==> config.mk <==
export PLATFORM = sky130hd
export DESIGN_NAME = pcm_mic_capture_flat
export DESIGN_NICKNAME = d
export VERILOG_FILES = /design/src/rtl/pcm_mic_capture_if.sv /design/src/rtl/pcm_mic_capture.sv /design/src/flat_wrapper.sv
export SDC_FILE = /design/constraint.sdc
export NUM_CORES = 1
export LEC_CHECK = 0
export CORE_MARGIN = 1.5
export CORE_UTILIZATION = 30
export DETAILED_ROUTE_END_ITERATION = 16
export PLACE_DENSITY = 0.5
export RECOVER_POWER = 100
export SETUP_SLACK_MARGIN = 0.2
export SKIP_LAST_GASP = 1
export SYNTH_ARGS = -nofsm -noshare
export SYNTH_HDL_FRONTEND = slang
export SYNTH_SLANG_ARGS = --single-unit
==> constraint.sdc <==
create_clock -name clk -period 3.3 [get_ports clk]
set_clock_uncertainty 0.2 [all_clocks]
set_input_delay 0.33 -clock clk [delete_from_list [all_inputs] [get_ports clk]]
set_output_delay 0.33 -clock clk [all_outputs]
set_load 0.1 [all_outputs]
==> src/rtl/pcm_mic_capture_if.sv <==
// Sample-path bundle between the I2S mic capture stage and its neighbours:
// mic-facing serial lines, enable, and the valid/ready sample output.
interface pcm_mic_capture_if #(
  parameter int DATA_W = 18
);
  logic              en;
  logic              bclk;
  logic              sdata;
  logic              ws;
  logic [DATA_W-1:0] sample;
  logic              sample_ch;
  logic              sample_valid;
  logic              sample_ready;
  logic              overrun;
  logic              clr_overrun;

  // Capture block side: drives ws and the sample output.
  modport master (
    input  en, bclk, sdata, sample_ready, clr_overrun,
    output ws, sample, sample_ch, sample_valid, overrun
  );

  // Environment side: divider, microphone and sample buffer.
  modport slave (
    output en, bclk, sdata, sample_ready, clr_overrun,
    input  ws, sample, sample_ch, sample_valid, overrun
  );
endinterface

==> src/rtl/pcm_mic_capture.sv <==
// I2S microphone receive stage: edge-detects the divider's bclk in the clk
// domain, generates ws, shifts MSB-first data into samples and hands each
// completed word (tagged with its channel) out on a valid/ready interface.
module pcm_mic_capture #(
  parameter int DATA_W      = 18,
  parameter int SLOT_W      = 32,
  parameter int SYNC_STAGES = 2
) (
  input  logic              clk,
  input  logic              reset,
  pcm_mic_capture_if.master bus
);

  localparam int BCNT_W = (SLOT_W > 1) ? $clog2(SLOT_W) : 1;
  localparam logic [BCNT_W-1:0] BCNT_LAST = BCNT_W'(SLOT_W - 1);
  localparam logic [BCNT_W-1:0] BCNT_DATA = BCNT_W'(DATA_W);
  localparam logic [BCNT_W-1:0] BCNT_ONE  = BCNT_W'(1);

  typedef enum logic [1:0] {
    ST_IDLE  = 2'd0,
    ST_ALIGN = 2'd1,
    ST_RUN   = 2'd2
  } state_t;

  logic [SYNC_STAGES-1:0] r_bclk_sync;
  logic [SYNC_STAGES-1:0] r_sdata_sync;
  logic                   r_bclk_prev;
  logic                   r_rise;
  logic                   r_fall;

  state_t            r_state, w_state_next;
  logic [BCNT_W-1:0] r_bcnt, w_bcnt_next;
  logic              r_ws, w_ws_next;
  logic [DATA_W-1:0] r_shift, w_shift_next;
  logic [DATA_W-1:0] w_shift_in;
  logic              w_sdata;
  logic              w_done;

  logic [DATA_W-1:0] r_sample;
  logic              r_sample_ch;
  logic              r_valid;
  logic              r_overrun;

  assign w_sdata = r_sdata_sync[SYNC_STAGES-1];

  // Shift register with the newest synchronised data bit appended at the LSB.
  generate
    if (DATA_W > 1) begin : g_shift_wide
      assign w_shift_in = {r_shift[DATA_W-2:0], w_sdata};
    end else begin : g_shift_one
      assign w_shift_in = w_sdata;
    end
  endgenerate

  // Synchronise bclk/sdata and register one-clk rise/fall pulses of bclk.
  always_ff @(posedge clk or negedge reset) begin
    if (!reset) begin
      r_bclk_sync  <= '0;
      r_sdata_sync <= '0;
      r_bclk_prev  <= 1'b0;
      r_rise       <= 1'b0;
      r_fall       <= 1'b0;
    end else begin
      r_bclk_sync  <= {r_bclk_sync[SYNC_STAGES-2:0], bus.bclk};
      r_sdata_sync <= {r_sdata_sync[SYNC_STAGES-2:0], bus.sdata};
      r_bclk_prev  <= r_bclk_sync[SYNC_STAGES-1];
      r_rise       <= r_bclk_sync[SYNC_STAGES-1] & ~r_bclk_prev;
      r_fall       <= ~r_bclk_sync[SYNC_STAGES-1] & r_bclk_prev;
    end
  end

  // Framing state, bit counter, ws and shift register.
  always_ff @(posedge clk or negedge reset) begin
    if (!reset) begin
      r_state <= ST_IDLE;
      r_bcnt  <= '0;
      r_ws    <= 1'b0;
      r_shift <= '0;
    end else begin
      r_state <= w_state_next;
      r_bcnt  <= w_bcnt_next;
      r_ws    <= w_ws_next;
      r_shift <= w_shift_next;
    end
  end

  // Next-state: align to the first bclk fall, then count slots and capture
  // bits 1..DATA_W of each slot (bit 0 is the one-bclk I2S delay).
  always_comb begin
    w_state_next = r_state;
    w_bcnt_next  = r_bcnt;
    w_ws_next    = r_ws;
    w_shift_next = r_shift;
    w_done       = 1'b0;
    if (!bus.en) begin
      w_state_next = ST_IDLE;
      w_bcnt_next  = '0;
      w_ws_next    = 1'b0;
      w_shift_next = '0;
    end else begin
      case (r_state)
        ST_IDLE: begin
          w_bcnt_next  = '0;
          w_ws_next    = 1'b0;
          w_state_next = ST_ALIGN;
        end
        ST_ALIGN: begin
          if (r_fall) begin
            w_state_next = ST_RUN;
            w_bcnt_next  = '0;
            w_ws_next    = 1'b0;
          end
        end
        ST_RUN: begin
          if (r_fall) begin
            if (r_bcnt == BCNT_LAST) begin
              w_bcnt_next = '0;
              w_ws_next   = ~r_ws;
            end else begin
              w_bcnt_next = r_bcnt + BCNT_ONE;
            end
          end
          if (r_rise && (r_bcnt >= BCNT_ONE) && (r_bcnt <= BCNT_DATA)) begin
            w_shift_next = w_shift_in;
            w_done       = (r_bcnt == BCNT_DATA);
          end
        end
        default: w_state_next = ST_IDLE;
      endcase
    end
  end

  // Output holding register with valid/ready handshake and sticky overrun.
  always_ff @(posedge clk or negedge reset) begin
    if (!reset) begin
      r_sample    <= '0;
      r_sample_ch <= 1'b0;
      r_valid     <= 1'b0;
      r_overrun   <= 1'b0;
    end else begin
      if (w_done) begin
        if (!r_valid || bus.sample_ready) begin
          r_sample    <= w_shift_in;
          r_sample_ch <= r_ws;
          r_valid     <= 1'b1;
        end
      end else if (r_valid && bus.sample_ready) begin
        r_valid <= 1'b0;
      end
      // A drop in the same cycle as a clear keeps the flag set.
      if (w_done && r_valid && !bus.sample_ready) begin
        r_overrun <= 1'b1;
      end else if (bus.clr_overrun) begin
        r_overrun <= 1'b0;
      end
    end
  end

  assign bus.ws           = r_ws;
  assign bus.sample       = r_sample;
  assign bus.sample_ch    = r_sample_ch;
  assign bus.sample_valid = r_valid;
  assign bus.overrun      = r_overrun;

endmodule

==> src/flat_wrapper.sv <==
// flat-port wrapper written by rule: the top's interface ports become plain ports
module pcm_mic_capture_flat 
#(
  parameter int DATA_W      = 18,
  parameter int SLOT_W      = 32,
  parameter int SYNC_STAGES = 2
)
  (clk, reset, bus_en, bus_bclk, bus_sdata, bus_sample_ready, bus_clr_overrun, bus_ws, bus_sample, bus_sample_ch, bus_sample_valid, bus_overrun);
  pcm_mic_capture_if #(.DATA_W(DATA_W)) bus_i ();
  input  logic clk;
  input  logic reset;
  input wire logic [$bits(bus_i.en)-1:0] bus_en;
  input wire logic [$bits(bus_i.bclk)-1:0] bus_bclk;
  input wire logic [$bits(bus_i.sdata)-1:0] bus_sdata;
  input wire logic [$bits(bus_i.sample_ready)-1:0] bus_sample_ready;
  input wire logic [$bits(bus_i.clr_overrun)-1:0] bus_clr_overrun;
  output wire logic [$bits(bus_i.ws)-1:0] bus_ws;
  output wire logic [$bits(bus_i.sample)-1:0] bus_sample;
  output wire logic [$bits(bus_i.sample_ch)-1:0] bus_sample_ch;
  output wire logic [$bits(bus_i.sample_valid)-1:0] bus_sample_valid;
  output wire logic [$bits(bus_i.overrun)-1:0] bus_overrun;
  assign bus_i.en = bus_en;
  assign bus_i.bclk = bus_bclk;
  assign bus_i.sdata = bus_sdata;
  assign bus_i.sample_ready = bus_sample_ready;
  assign bus_i.clr_overrun = bus_clr_overrun;
  assign bus_ws = bus_i.ws;
  assign bus_sample = bus_i.sample;
  assign bus_sample_ch = bus_i.sample_ch;
  assign bus_sample_valid = bus_i.sample_valid;
  assign bus_overrun = bus_i.overrun;
  pcm_mic_capture #(.DATA_W(DATA_W), .SLOT_W(SLOT_W), .SYNC_STAGES(SYNC_STAGES)) u_core (.clk(clk), .reset(reset), .bus(bus_i));
endmodule
==> out/summary.txt, run 1 <==
Net Count, Synth - 179
Leak - 1.39 nW
Nets - 210
GRT Total Usage - 0.107
Min-delay worst type - flop to flop
Initial Util - 0.311
Flop2flop setup slack - 770 ps
Die Y - 89.7 um
DRC - 0
Post-Synth Simple-Gate Area - 0.110
RR Endpoint - u_core.bus.sample[9]
Antenna viol nets, final - 0
DR WL/cell - 13.2 um
PD cells - 432 nW/um^2
Worst vdd ir - 165 uV
Worst R2R Path Depth - 7
Slowest cell on the critical path - dlygate4sd3_1
CTS buffer count - 5
Hold depth - 0
Area Growth Syn to Fin - 18.1%
Via density - 4.41
Final Total Pwr - 1.15 mW
Number of port buffers - 28
Worst R2R Start - u_core.r_bcnt[0]
Adder-cell share of the synthesized area - 0.0266
I/O pin total - 29
Peak Freq - 395 MHz
WS Path Type - input port to flop
PostCTS Resize Cnt - 0
Worst Path Arrival - 2520 ps
Core Region - 7250 um^2
Tmin final - 2530 ps
Rows - 31
Vias - 1,319
Initial antenna violation count - 0
Syn avg cell area - 13.4 um^2
GPL Wtd Cong - 0.728
Fraction of synthesized area in multiplexers - 0.196
Setup violations, final - 0
Worst Path Buf+Inv - 2
CP Capture Type - flop
# hold bufs at CTS - 1
Worst hold start - u_core.r_bclk_sync[0]
Post-CTS Setup Inserts - 0
Setup_tns - 0 ps
CTS tree - yes
Final Cycle Share - 0.767
Clk_lat worst skew - 290 ps
CTS Sinks - 53
Synth Area in Compound Gates - 0.0410
Die area - 8050 um^2
Drt first-iter violations - 66
Largest net degree at the start of global routing - 36
DP HPWL - 2580 um
Peak fanout along the critical path - 19
Root buffer cell - clkbuf_8
Final Hold Violating Endpoints - 0
First-pass GRT wire length - 6960 um
Critical Path Start Type - input port
CTS clk-pin slew, worst paths - 90 ps
# H-tree levels - 2
Ant diodes - 0
Worst path top cell family by delay - buffers and inverters
WP data required - 3290 ps
Status - finished, final reports clean
Synth Register Bits - 53
Grt total ovfl - 0
Ys Warns - 0
Vias in the first global route - 1,395
Cell chain of the critical path - dlygate4sd3_1 > nand3b_4 > or4_1 > nor2b_2 > clkbuf_2 > mux2_2
Worst Tran Pin Value - 1190 ps
RSZ-0062 raised after global routing - no
Slew Limit Headroom - 0.205
Width of the die - 89.7 um
Largest family of logic cells by synthesized area - multiplexers
Maxcap violations - 0
Cell Area, Synth - 2260 um^2
Share of cells above drive strength 1 - 0.120
Post-synthesis sequential area ratio - 0.588
Synth unique cells - 36
Maximum root-to-sink buffer count - 2
Total wire length - 3940 um
Post-synthesis xor/xnor area fraction - 0
Gate Count Post-Synth - 168
CP max stage delay - 590 ps
DRT Pass-1 Iters - 4
Worst hold endpoint - u_core.r_bclk_sync[1]
Final slew viol count - 0
metrics by stage:
| stage | std cells | hold slack (ps) | setup WS, ps | utilization | area, um^2 |
|---|---|---|---|---|---|
| 3_3_place_gp | 290 | 102 | 711 | 0.359 | 2600 |
| 4_1_cts | 299 | 157 | 932 | 0.376 | 2730 |
| 5_1_grt | 299 | 167 | 584 | 0.367 | 2670 |
| 2_1_floorplan | 168 | -166 | 1150 | - | 2260 |
| 6_report | 299 | 155 | 770 | 0.367 | 2670 |
| 3_5_place_dp | 290 | 102 | 694 | 0.359 | 2600 |
cell type report:
class	instances	area (um^2)
fillers	740	4590
clock buffers	7	86.3
well taps	99	124
inverters	5	18.8
flip-flops and latches	53	1330
clock inverters	1	30.0
multi-input cells	102	807
repair buffers	32	273
power breakdown:
| group | total, mW | switching (mW) | internal, mW |
|---|---|---|---|
| Sequential | 0.660 | 0.00563 | 0.655 |
| Clock | 0.452 | 0.204 | 0.248 |
| Combinational | 0.0390 | 0.0246 | 0.0144 |
cell families after synthesis:
| group | count (synthesis) |
|---|---|
| DFF | 53 |
| buffers and inverters | 13 |
| and+or+nand+nor | 46 |
| muxes | 38 |
| AOI/OAI and AO/OA | 13 |
| adders and majority gates | 5 |
state kept, by name (all words and copies together), names as in the netlist:
name                     flops
u_core.r_state               2
u_core.r_bclk_prev           1
u_core.r_fall                1
u_core.r_rise                1
u_core.bus.ws                1
u_core.bus.sample_ch         1
u_core.r_sdata_sync          2
u_core.bus.sample_valid      1
u_core.bus.sample           18
u_core.r_shift              17
u_core.bus.overrun           1
u_core.r_bclk_sync           2
u_core.r_bcnt                5
how the worst max path moves through the flow:
stage,end,from,cells past startpoint
detailed placement,u_core.bus.sample[9],bus_en,6
CTS,bus_sample[14],u_core.bus.sample[14],1
floorplan,u_core.bus.sample[0],u_core.bus.sample_valid,5
global placement,u_core.bus.sample[5],bus_en,6
finish,u_core.bus.sample[9],bus_en,6
global route,u_core.bus.sample[5],reset,3
synthesized netlist by cell type, drive strengths merged:
library cell,instances,area (um^2)
a21bo,1,10.0
a21boi,1,7.51
a21oi,4,20.0
a22o,3,26.3
and2,1,6.26
and3,1,6.26
and3b,1,8.76
buf,6,60.1
clkbuf,2,7.51
dfrtp,53,1330
ha,4,50.1
inv,5,18.8
maj3,1,10.0
mux2,20,263
mux2i,18,180
nand2,22,82.6
nand2b,1,6.26
nand3,2,10.0
nand3b,3,35.0
nand4b,1,8.76
nor2,4,15.0
nor2b,5,33.8
nor3,1,5.00
nor3b,1,7.51
nor4,1,6.26
o21ai,1,5.00
o22ai,1,6.26
o2bb2ai,2,17.5
or2,1,6.26
or4,1,11.3
cell usage in the layout (no fill, tap or decap), types with 3 or more instances in the layout:
| cell type | instances |
|---|---|
| inv_1 | 5 |
| dlygate4sd3_1 | 22 |
| clkbuf_8 | 6 |
| nor2_1 | 4 |
| ha_1 | 4 |
| a21oi_1 | 4 |
| dfrtp_1 | 53 |
| a22o_1 | 3 |
| mux2i_1 | 18 |
| nor2b_1 | 4 |
| nand2_1 | 22 |
| mux2_1 | 9 |
| clkbuf_1 | 7 |
| mux2_2 | 10 |
routing by layer:
layer  track usage  up-vias  share of wire
met5             0        -              0
met4        0.0251        0         0.0038
met3        0.0321        2          0.040
met2         0.158       22           0.43
met1         0.154      658           0.52
li1              -      637              -
Note: power is estimated with default switching activity, not from simulation.
==> inputs of run 2 (changes only) <==
- clock period: 3.3 -> 2.4 ns (I/O delays scaled with it)
==> run 2 against run 1 <==
Global-route usage is 0.36 points higher. Combinational power is 40% higher. Core utilization is 0.55 points lower. Critical path depth stayed put. Largest cell class unchanged. Largest power group unchanged. Highest routed layer unchanged.
==> out/summary.txt, run 2 (same netlist as run 1, synthesis figures left out) <==
PD cells - 568 nW/um^2 (+31%)
Critical Path Start Type - input port
Rows - 31 (unchanged)
CTS tree - yes
Worst Path Buf+Inv - 2 (unchanged)
CP max stage delay - 600 ps (about the same)
I/O pin total - 29 (unchanged)
Vias in the first global route - 1,393 (-0.14%)
Worst Path Arrival - 2150 ps (-370 ps)
PnR worst setup slack - 232 ps (-539 ps)
CTS clk-pin slew, worst paths - 90 ps (about the same)
Clk_lat worst skew - 300 ps (about the same)
Largest net degree at the start of global routing - 54 (+50%)
Maxcap violations - 0 (unchanged)
Nets - 217 (+3.3%)
Initial antenna violation count - 0 (unchanged)
DRT Pass-1 Iters - 3 (-1)
Vias - 1,334 (+1.1%)
Core Region - 7250 um^2 (unchanged)
Via density - 4.36 (-1.2%)
Placed cells - 296 (+2.1%)
DRC - 0 (unchanged)
Maximum root-to-sink buffer count - 2 (unchanged)
CTS Sinks - 53 (unchanged)
Ant diodes - 0 (unchanged)
GPL Wtd Cong - 0.760 (+4.4%)
Worst path top cell family by delay - simple AND/OR/NAND/NOR gates
Fin cells - 306 (+2.3%)
WS Path Type - input port to flop
First-pass GRT wire length - 7130 um (+2.5%)
Leak - 1.33 nW (-4.4%)
Finished Cell Area - 2630 um^2 (-1.5%)
Slowest cell on the critical path - dlygate4sd3_1
Antenna viol nets, final - 0 (unchanged)
Area Growth Syn to Fin - 16.3%
CTS buffer count - 5 (unchanged)
Number of port buffers - 28 (unchanged)
Final slew viol count - 0 (unchanged)
Peak Freq - 461 MHz
DP HPWL - 2700 um (+4.8%)
Placed Area - 2610 um^2 (+0.48%)
Width of the die - 89.7 um (unchanged)
WP data required - 2380 ps (-910 ps)
Most common cell after layout, fill and taps aside - dfrtp_1
Grt total ovfl - 0 (unchanged)
Setup WS pre-CTS - -29.5 ps (-723 ps)
Fillcell total - 748 (+1.1%)
Cell chain of the critical path - dlygate4sd3_1 > nand3b_4 > or4_1 > nor2b_4 > buf_4 > mux2_1
# H-tree levels - 2 (unchanged)
Setup violations, final - 0 (unchanged)
Die area - 8050 um^2 (unchanged)
Worst Tran Pin Value - 1290 ps (+97.2 ps)
Min-delay worst type - flop to flop
Worst vdd ir - 204 uV (+24%)
Die Y - 89.7 um (unchanged)
Setup_tns - 0 ps (unchanged)
RSZ-0062 raised after global routing - yes
Total wire length - 4000 um (+1.6%)
CP Capture Type - flop
Slew Limit Headroom - 0.140 (-0.0648)
Status - finished, final reports clean
Drt first-iter violations - 49 (-26%)
Most frequent cells in the layout - dfrtp_1 (53), clkbuf_1 (23), nand2_1 (22)
Tmin final - 2170 ps
Max reg flops - 18 (unchanged)
Final Hold Violating Endpoints - 0 (unchanged)
Initial Util - 0.311 (unchanged)
DR WL/cell - 13.1 um (-0.75%)
Final Cycle Share - 0.904
Root buffer cell - clkbuf_8
Final hold slack - 155 ps (+0.106 ps)
Peak fanout along the critical path - 5 (-14)
GRT Total Usage - 0.111 (+0.00365)
Flop2flop setup slack - 240 ps (-530 ps)
Share of cells above drive strength 1 - 0.169 (+0.0491)
run 2: cell count changes in the layout (fill, tap and decap cells not counted), moves of 2 or more:
cell	delta
clkbuf_1	+16
dlygate4sd3_1	-18
mux2_1	-3
mux2_4	+3
buf_6	+2
buf_4	+4
run 2: cell type report:
type,instances,area (um^2),area share
sequential,53,1330,0.505
multi-input combinational,102,823,0.314
timing repair buffer,39,236,0.0901
tap,99,124,0.0472
clock buffer,6,82.6,0.0315
inverter,5,18.8,0.00715
clock inverter,2,13.8,0.00524
run 2: repair_timing:
item | CTS | global route
setup buffers | 1 | 0
endpoints found under the setup margin | 3 | 21
gates resized for setup | 0 | 6
hold endpoints to repair | 53 | 0
hold buffers | 1 | 0
run 2: metal layers:
layer,GRT usage,vias up,part of all wire
met5,0,-,0
met4,0.0317,0,0.0058
met3,0.0321,2,0.042
met2,0.164,23,0.44
met1,0.157,658,0.51
li1,-,651,-
run 2: worst paths after layout:
path,startpoint,endpoint,cells past startpoint
max in group asynchronous,reset,u_core.r_shift[2],3
setup / recovery,bus_en,u_core.bus.sample[2],6
hold / removal,u_core.r_bclk_sync[0],u_core.r_bclk_sync[1],0
hold reg to reg,u_core.r_bclk_sync[0],u_core.r_bclk_sync[1],0
min in group asynchronous,reset,u_core.bus.sample_valid,3
setup reg to reg,u_core.r_state[0],u_core.bus.sample[2],5
run 2: power by group:
group / total [mW] / leakage (nW) / switching [mW] / internal [mW]
logic: 0.0545 / 0.557 / 0.0337 / 0.0209
registers: 0.908 / 0.725 / 0.00741 / 0.900
clock network: 0.528 / 0.0512 / 0.293 / 0.235
run 2: metrics by stage:
step,total power [mW],utilization
final,1.49,0.362
after global placement,0.983,0.360
after global routing,1.57,0.362
after detailed placement,0.983,0.360
after CTS,1.52,0.376
after floorplan,0.949,-
==> inputs of run 3 (changes only) <==
- PLACE_DENSITY: 0.5 -> default
- SLEW_MARGIN: default -> 20
==> run 3 against run 2 <==
First-iteration DRC count up 55%. Largest cell class unchanged. Critical path type unchanged. Sequential cell count did not move. Clock power is 4.9% lower. Combinational power grew 0.9%.
==> out/summary.txt, run 3 (same netlist as run 1, synthesis figures left out) <==
Ant diodes - 0 (unchanged)
Final Total Pwr - 1.47 mW (-1.7%)
DP HPWL - 2370 um (-12%)
Status - finished, final reports clean
Cell chain of the critical path - dlygate4sd3_1 > nand3b_4 > or4_1 > nor2b_4 > clkbuf_16 > mux2_1
Final slew viol count - 0 (unchanged)
Die area - 8050 um^2 (unchanged)
Flop2flop setup slack - 180 ps (-60 ps)
Antenna viol nets, final - 0 (unchanged)
Placed cells - 294 (-0.68%)
PD cells - 553 nW/um^2 (-2.5%)
Fin cells - 305 (-0.33%)
Max reg flops - 18 (unchanged)
Final core occ - 0.365 (+0.00311)
Vias - 1,312 (-1.6%)
Total wire length - 3830 um (-4.2%)
Worst hold start - u_core.r_bclk_sync[0]
PnR worst setup slack - 163 ps (-68.8 ps)
Final Hold Violating Endpoints - 0 (unchanged)
CTS clk-pin slew, worst paths - 90 ps (about the same)
# H-tree levels - 2 (unchanged)
Clk_lat worst skew - 300 ps (about the same)
Setup violations, final - 0 (unchanged)
CTS buffer count - 5 (unchanged)
Worst Tran Pin Value - 1300 ps (+9.12 ps)
CP max stage delay - 610 ps (about the same)
Vias in the first global route - 1,322 (-5.1%)
GRT Total Usage - 0.105 (-0.00596)
Share of cells above drive strength 1 - 0.199 (+0.0299)
Worst Path Arrival - 2220 ps (+70 ps)
Maxcap violations - 0 (unchanged)
Worst vdd ir - 209 uV (+2.2%)
Root buffer cell - clkbuf_8
Drt first-iter violations - 76 (+55%)
First-pass GRT wire length - 6670 um (-6.5%)
Placed Area - 2600 um^2 (-0.57%)
DR WL/cell - 12.6 um (-3.9%)
Largest net degree at the start of global routing - 54 (unchanged)
Width of the die - 89.7 um (unchanged)
Initial antenna violation count - 0 (unchanged)
RR Endpoint - u_core.bus.sample[15]
Final hold slack - 157 ps (+1.39 ps)
Finished Cell Area - 2650 um^2 (+0.86%)
GPL Wtd Cong - 0.802 (+5.5%)
Tmin final - 2240 ps (+68.8 ps)
Worst path top cell family by delay - simple AND/OR/NAND/NOR gates
Slew Limit Headroom - 0.134 (-0.00608)
Critical Path Start Type - input port
Number of port buffers - 28 (unchanged)
Min-delay worst type - flop to flop
WP data required - 2380 ps (about the same)
CP Capture Type - flop
Core Region - 7250 um^2 (unchanged)
Maximum root-to-sink buffer count - 2 (unchanged)
Die Y - 89.7 um (unchanged)
Worst R2R Path Depth - 5 (unchanged)
Rows - 31 (unchanged)
Slowest cell on the critical path - dlygate4sd3_1
I/O pin total - 29 (unchanged)
CTS tree - yes
Worst Path Buf+Inv - 2 (unchanged)
Area Growth Syn to Fin - 17.3%
Peak fanout along the critical path - 5 (unchanged)
Grt total ovfl - 0 (unchanged)
Worst R2R Start - u_core.r_state[0]
Most common cell after layout, fill and taps aside - dfrtp_1
RSZ-0062 raised after global routing - yes
Leak - 1.32 nW (-0.97%)
Hold depth - 0 (unchanged)
DRC - 0 (unchanged)
Peak Freq - 447 MHz (-3.1%)
Via density - 4.30 (-1.3%)
Nets - 217 (unchanged)
Most frequent cells in the layout - dfrtp_1 (50), clkbuf_1 (23), nand2_1 (22)
Initial Util - 0.311 (unchanged)
DRT Pass-1 Iters - 4 (+1)
Worst hold endpoint - u_core.r_bclk_sync[1]
Setup WS pre-CTS - 1.57 ps (+31.0 ps)
Setup_tns - 0 ps (unchanged)
WS Path Type - input port to flop
CTS Sinks - 53 (unchanged)
Final Cycle Share - 0.932 (+0.0287)
[run 3: report_power, final]
group,switching [mW],internal (mW),leakage [nW]
registers,0.00769,0.901,0.720
logic,0.0341,0.0210,0.556
clock network,0.274,0.228,0.0433
total,0.315,1.15,1.32
[run 3: layout make-up]
class / count / area, um^2
clock buffer: 6 / 82.6
clock inverter: 1 / 7.51
fill: 749 / 4610
inverter: 5 / 18.8
multi-input combinational: 102 / 835
sequential: 53 / 1330
tap: 99 / 124
timing repair buffer: 39 / 250
[run 3: layer usage]
layer,share of wire,vias to the layer above,global-route usage
met5,0,-,0
met4,0.014,0,0.0397
met3,0.051,6,0.0372
met2,0.41,25,0.150
met1,0.53,629,0.145
li1,-,652,-
[run 3: timing repair]
item / CTS / global route
gates resized for setup: 0 / 6
endpoints found under the hold margin: 53 / 0
endpoints found under the setup margin: 0 / 19
hold buffers: 1 / 0
setup buffers: 0 / 1
[run 3: how the worst max path moves through the flow]
stage                                  from                    end  slack [ps]  depth (start not counted)
floorplan           u_core.bus.sample_valid   u_core.bus.sample[0]         250                          5
global placement                     bus_en   u_core.bus.sample[7]          20                          6
detailed placement                   bus_en   u_core.bus.sample[8]           2                          6
CTS                        u_core.r_bcnt[1]   u_core.bus.sample[8]         210                          6
global route                         bus_en  u_core.bus.sample[15]         100                          6
finish                               bus_en  u_core.bus.sample[15]         160                          6
[run 3: worst reg2reg max path: cells and delay by family (launching register included)]
kind,cells,cell delay (ps)
and+or+nand+nor,3,930
buffers and inverters,1,190
DFF,1,460
muxes,1,320
